==> config.mk <==
export PLATFORM = sky130hd
export DESIGN_NAME = serial_subtractor
export DESIGN_NICKNAME = d
export VERILOG_FILES = /design/src/rtl/serial_subtractor.sv
export SDC_FILE = /design/constraint.sdc
export NUM_CORES = 1
export LEC_CHECK = 0
export CAP_MARGIN = 20
export CORE_UTILIZATION = 50
export DETAILED_ROUTE_END_ITERATION = 10
export PLACE_DENSITY = 0.77
export SLEW_MARGIN = 5
export SYNTH_ARGS = -nofsm -noshare
export SYNTH_HDL_FRONTEND = slang
export SYNTH_SLANG_ARGS = --single-unit
==> constraint.sdc <==
create_clock -name clk -period 2.53 [get_ports clk]
set_input_delay 0.506 -clock clk [delete_from_list [all_inputs] [get_ports clk]]
set_output_delay 0.506 -clock clk [all_outputs]
set_load 0.05 [all_outputs]
==> src/rtl/serial_subtractor.sv <==
// Bit-serial two's-complement subtractor: Diff = A - B - Bin, one bit per clock, LSB first.
// A single full-subtractor cell with a registered borrow, and a start/busy/done handshake.
module serial_subtractor #(
   parameter int WIDTH = 32,
   parameter int CW    = $clog2(WIDTH + 1)
) (
   input  logic             clk,
   input  logic             reset,
   input  logic             start,
   input  logic [WIDTH-1:0] A,
   input  logic [WIDTH-1:0] B,
   input  logic             Bin,
   output logic [WIDTH-1:0] Diff,
   output logic             Bout,
   output logic             Zero,
   output logic             Ovf,
   output logic             busy,
   output logic             done
);

   localparam logic [1:0]    S_IDLE  = 2'd0;
   localparam logic [1:0]    S_SHIFT = 2'd1;
   localparam logic [1:0]    S_DONE  = 2'd2;
   localparam logic [CW-1:0] LAST    = CW'(WIDTH - 1);

   logic [1:0]       state_q, state_d;
   logic [WIDTH-1:0] a_q, a_d, b_q, b_d, r_q, r_d, diff_q, diff_d;
   logic [CW-1:0]    cnt_q, cnt_d;
   logic             br_q, br_d, amsb_q, amsb_d, bmsb_q, bmsb_d;
   logic             bout_q, bout_d, zero_q, zero_d, ovf_q, ovf_d;
   logic             d_bit, br_nxt, accept;
   logic [WIDTH-1:0] r_shift;

   // Full-subtractor cell on the current LSBs and the stored borrow
   assign d_bit   = a_q[0] ^ b_q[0] ^ br_q;
   assign br_nxt  = (~a_q[0] & b_q[0]) | (~(a_q[0] ^ b_q[0]) & br_q);
   assign r_shift = {d_bit, r_q[WIDTH-1:1]};
   assign accept  = start && ((state_q == S_IDLE) || (state_q == S_DONE));

   always_comb begin
      state_d = state_q;
      a_d     = a_q;
      b_d     = b_q;
      r_d     = r_q;
      br_d    = br_q;
      cnt_d   = cnt_q;
      amsb_d  = amsb_q;
      bmsb_d  = bmsb_q;
      diff_d  = diff_q;
      bout_d  = bout_q;
      zero_d  = zero_q;
      ovf_d   = ovf_q;
      case (state_q)
         S_SHIFT: begin
            a_d   = a_q >> 1;
            b_d   = b_q >> 1;
            r_d   = r_shift;
            br_d  = br_nxt;
            cnt_d = cnt_q + CW'(1);
            if (cnt_q == LAST) begin
               state_d = S_DONE;
               diff_d  = r_shift;
               bout_d  = br_nxt;
               zero_d  = (r_shift == '0);
               ovf_d   = (amsb_q != bmsb_q) && (r_shift[WIDTH-1] != amsb_q);
            end
         end
         S_DONE:  state_d = S_IDLE;
         S_IDLE:  state_d = S_IDLE;
         default: state_d = S_IDLE;
      endcase
      // Accepting from DONE as well as IDLE allows back-to-back operations
      if (accept) begin
         state_d = S_SHIFT;
         a_d     = A;
         b_d     = B;
         br_d    = Bin;
         amsb_d  = A[WIDTH-1];
         bmsb_d  = B[WIDTH-1];
         cnt_d   = '0;
      end
   end

   always_ff @(posedge clk) begin
      if (reset) begin
         state_q <= S_IDLE;
         a_q     <= '0;
         b_q     <= '0;
         r_q     <= '0;
         br_q    <= 1'b0;
         cnt_q   <= '0;
         amsb_q  <= 1'b0;
         bmsb_q  <= 1'b0;
         diff_q  <= '0;
         bout_q  <= 1'b0;
         zero_q  <= 1'b0;
         ovf_q   <= 1'b0;
      end else begin
         state_q <= state_d;
         a_q     <= a_d;
         b_q     <= b_d;
         r_q     <= r_d;
         br_q    <= br_d;
         cnt_q   <= cnt_d;
         amsb_q  <= amsb_d;
         bmsb_q  <= bmsb_d;
         diff_q  <= diff_d;
         bout_q  <= bout_d;
         zero_q  <= zero_d;
         ovf_q   <= ovf_d;
      end
   end

   assign Diff = diff_q;
   assign Bout = bout_q;
   assign Zero = zero_q;
   assign Ovf  = ovf_q;
   assign busy = (state_q == S_SHIFT);
   assign done = (state_q == S_DONE);

endmodule

---- After elaboration in Yosys (flattened, before gate mapping) ----
Index checks and enable logic that the tools add are counted.
storage, ports and cells
  bits in registers ....................... 142
  bits of input ports ..................... 68
  output and inout bits ................... 37
  logic and storage cells ................. 46
operators by class
  add/subtract/negate cells ............... 1
  eq/ne operators ......................... 6
  mux-type cells .......................... 9
  bitwise operators ....................... 8
  reduce and logical (&&, ||, !) cells .... 9
operator list
  operator                                                         count
  32-bit two-way mux                                               4
  32-bit zero test                                                 1
  6-bit by 1-bit adder with 6-bit output, second input constant    1
  6-bit by 5-bit == test with 1-bit output, second input constant  1
  1-bit two-way mux                                                5
  3-bit by 1-bit != test with 1-bit output, second input constant  1
  1-bit NOT                                                        3
  3-bit OR reduction                                               1
  1-bit bitwise AND                                                2
  2-bit by 1-bit == test with 1-bit output, second input constant  1
  2-bit == test, second input constant                             1
  1-bit logical AND                                                2
  2-bit zero test                                                  1
  1-bit != test                                                    2
  2-bit AND reduction                                              1
  2-bit nonzero test                                               1
  2-bit OR reduction                                               1
  1-bit bitwise XOR                                                2
  1-bit logical OR                                                 1
  1-bit OR                                                         1

---- Depth between registers and ports, before layout ----
  depth in word-level cells ............... 6
  gate-level depth with buffers ........... 7
  mapped depth without buffers ............ 5

---- Worst setup path after synthesis ----
Ideal clock, no wire load.
  path kind ............................... reg2out
  from .................................... register state_q[1]
  to ...................................... output busy
  data arrival time ....................... 1082 ps
  slack ................................... 942 ps
  stages on the path, launching flop included .. 6
  path through ............................ dfxtp_1 -> nand2b_1 -> clkbuf_2 -> inv_2 -> buf_4 -> buf_2
between the ends
  longest elaborated chain between the ends .. 1
ends and longest elaborated chain
  what                                      RTL line  source
  from (decl)                               26        logic [1:0] state_q, state_d;
  from (signal assigned)                    99        state_q <= state_d;
  2-bit by 1-bit == test with 1-bit output  118       assign busy = (state_q == S_SHIFT);
  to (decl)                                 17        output logic busy,
Every way passes these cells.

---- Worst setup path after layout ----
  from .................................... register state_q[0]
  to ...................................... output busy
The elaborated chain is that of the path after synthesis.

==> summary.md <==
| Metric | Value |
|---|---|
| GP Congestion | `roughly 0.76` |
| Initial cell density of the core | `0.517` |
| Max VDD drop | `roughly 0.43 mV` |
| Die H | `between 100 and 150 µm` |
| Register area | `between 2000 and 3000 µm²` |
| Min cycle time layout | `between 2000 and 2500 ps` |
| Combinational family with the most area after synthesis | `simple AND/OR/NAND/NOR gates` |
| Reg2reg setup slack | `~500 ps` |
| EDFF count, synth | `0` |
| CP Launch Type | `flip-flop` |
| WL per Instance | `roughly 15 µm` |
| Crit end category | `primary output` |
| Area growth syn-to-layout | `28.8%` |
| Status | `finished clean` |
| Initial antenna violation count | `0` |
| Max Cap Viol | `0` |
| First-pass GRT wire length | `22,800 µm` |
| Post-synth ARST share | `0` |
| Vias in the first global route | `approximately 4,900` |
| Hold Path Class | `reg2reg` |
| Post-Synth Adder-Cell Area | `0.00576` |
| Global routing's busiest layer | `met2` |
| Post-CTS Setup Bufs | `0` |
| CTS tree | `yes` |
| TritonRoute pass-1 iters | `5` |
| Flops & latches, synth | `between 100 and 150` |
| Slew Limit Fails | `0` |
| Critical Path Fanout Max | `30` |
| Most common library cell in the layout ignoring fill and taps | `nand2_1` |
| Die width | `roughly 110 µm` |
| Final hold vios | `0` |
| Cts hold-fix bufs | `0` |
| Post-DRT Antenna Nets | `0` |
| Antenna fix cells | `0` |
| Vias per cell | `about 5.7` |
| Post-Place Cells | `approximately 900` |
| Setup TNS | `0 ps` |
| # fillers | `between 900 and 1,000` |
| Final period util | `0.938` |
| CTS resizes | `0` |
| Global Route met3 Usage | `0.0506` |
| CTS Buffer Depth | `2` |
| CP Class | `reg2out` |
| Clk Latency, worst-skew pair | `~420 ps` |
| H-tree Lvls | `4` |
| Synth Cell Area | `about 5600 µm²` |
| Fin Hold WS | `around 470 ps` |
| Initial drt markers | `349` |
| Leading cell types in the layout, fill and taps excluded | `165 x nand2_1, 141 x dfxtp_1, 102 x clkdlybuf4s50_1` |
| Grt ovf | `0` |
| Num rows | `38` |
| Mux cell area share after synthesis | `0` |
| Area of the multi-input gates | `approximately 2500 µm²` |
| Port bufs | `approximately 100` |
| Post-DP HPWL | `roughly 8600 µm` |
| Die Area | `11,700 µm²` |
| XOR/XNOR share of the synthesized area | `0.00310` |
| CTS Buf Count | `17` |
| Post-Layout Cell Count | `924` |
| Clock Tree Root | `clkbuf_16` |
| Detailed-route via count | `between 5,000 and 6,000` |
| CP arrival | `1870 ps` |
| Synth Instances | `~700` |
| # setup viols final | `0` |
| Area post-placement | `6720 µm²` |
| Largest net degree at the start of global routing | `roughly 50` |
| Layout cell share with drive strength beyond 1 | `0.0689` |
| Synth Area per Inst | `~8 µm²` |
| Sequential fraction of the synthesis area | `0.500` |
| Rel. slew slack | `0.613` |
| Syn nets | `between 700 and 800` |
| WL final | `about 13,000 µm` |
| Top_reg_cell synth | `dfxtp_1` |
| Cell variety after synth | `35` |
| Pwr/cell area | `just over 700 nW/µm²` |
| Core Box Area | `between 10,000 and 15,000 µm²` |
| Post-layout nets | `around 840` |
| Measured slew at the worst slew-check pin | `just under 600 ps` |
| Leak | `approximately 0.0025 µW` |
| GR Util met2 | `0.386` |
| Simple-gate share of the synthesized area | `0.232` |
| FMAX | `between 400 and 500 MHz` |
| Worst EP required | `approximately 2000 ps` |
| Grt met1 use | `0.327` |
| Syn. warnings | `0` |
| Number of clock sinks | `about 140` |
| Clock skew | `between 9 and 10 ps` |
| Worst-path clk slew | `approximately 50 ps` |
| Post-route cell area | `between 7000 and 8000 µm²` |
| Core Util, Final | `0.666` |
| Post-synthesis compound-gate area fraction | `0.200` |
| Total GRT Usage | `0.247` |
| RSZ-0062 raised after global routing | `false` |
| I/O pin cnt | `105` |
| Residual DRC | `0` |
path summary, 6_finish.rpt:
check,startpoint,endpoint,depth (start not counted)
worst max-delay path,state_q[0]$_SDFFE_PP0P_,busy,3
worst min-delay path,b_q[31]$_SDFFE_PP0P_,b_q[31]$_SDFFE_PP0P_,2
worst max register to register,state_q[0]$_SDFFE_PP0P_,r_q[19]$_SDFFE_PP0N_,5
worst min register to register,b_q[31]$_SDFFE_PP0P_,b_q[31]$_SDFFE_PP0P_,2
sequential cells by signal, summed over array words and instances (netlist names):
register / cells
b_q: 32
br_q: 1
Ovf: 1
Bout: 1
amsb_q: 1
Zero: 1
bmsb_q: 1
Diff: 32
r_q: 31
state_q: 2
cnt_q: 6
a_q: 32
through the flow:
| stage | total power (µW) | worst slack [ps] |
|---|---|---|
| detailed placement | 2930 | 430 |
| floorplan | 2740 | 942 |
| CTS | 5220 | 176 |
| global route | 5400 | 37.8 |
| global placement | 2910 | 584 |
| finish | 5200 | 156 |
synthesized netlist by cell type, types with 4 or more instances:
| master | count | area (µm²) |
|---|---|---|
| nand2_1 | 165 | 619 |
| nor3_1 | 22 | 110 |
| o22ai_1 | 11 | 68.8 |
| a22oi_1 | 4 | 30.0 |
| a21oi_1 | 79 | 395 |
| nor2_1 | 51 | 191 |
| buf_2 | 35 | 175 |
| nand3_1 | 40 | 200 |
| dfxtp_1 | 141 | 2820 |
| a311oi_1 | 48 | 420 |
| o21ai_0 | 34 | 170 |
| nor4_1 | 8 | 50.1 |
| buf_4 | 7 | 52.6 |
| clkbuf_1 | 23 | 86.3 |
| nand2b_1 | 4 | 25.0 |
where the power goes:
part,total [µW],leakage [µW],internal (µW),switching (µW)
Clock,2310,0.000263,1380,936
Sequential,2380,0.00115,2320,57.4
Combinational,503,0.00108,226,277
routing by layer:
metal  part of all wire  vias to the layer above
met1               0.46                     2443
met2               0.47                      169
met5                  0                        -
li1                   -                     2593
met3              0.053                       23
met4              0.017                        0
logic make-up (layout without fill, tap and decap cells):
| group | Yosys count | count (layout) |
|---|---|---|
| simple gates | 303 | 303 |
| flops | 141 | 141 |
| xor+xnor | 2 | 2 |
| compound gates | 181 | 181 |
| buf+inv | 70 | 155 |
| fa+ha+maj | 2 | 2 |
critical path, cell delays in order, from the launching register on:
cell and delay (ps):
dfxtp_1 510, nand2b_4 270, inv_2 470, buf_12 200
final cells by class:
type	count	area share
multi-input cells	488	0.345
repair buffers	119	0.165
flip-flops and latches	141	0.388
clock inverters	9	0.00842
clock buffers	23	0.0684
well taps	140	0.0241
inverters	4	0.00206
Note: power is estimated with default switching activity, not from simulation.
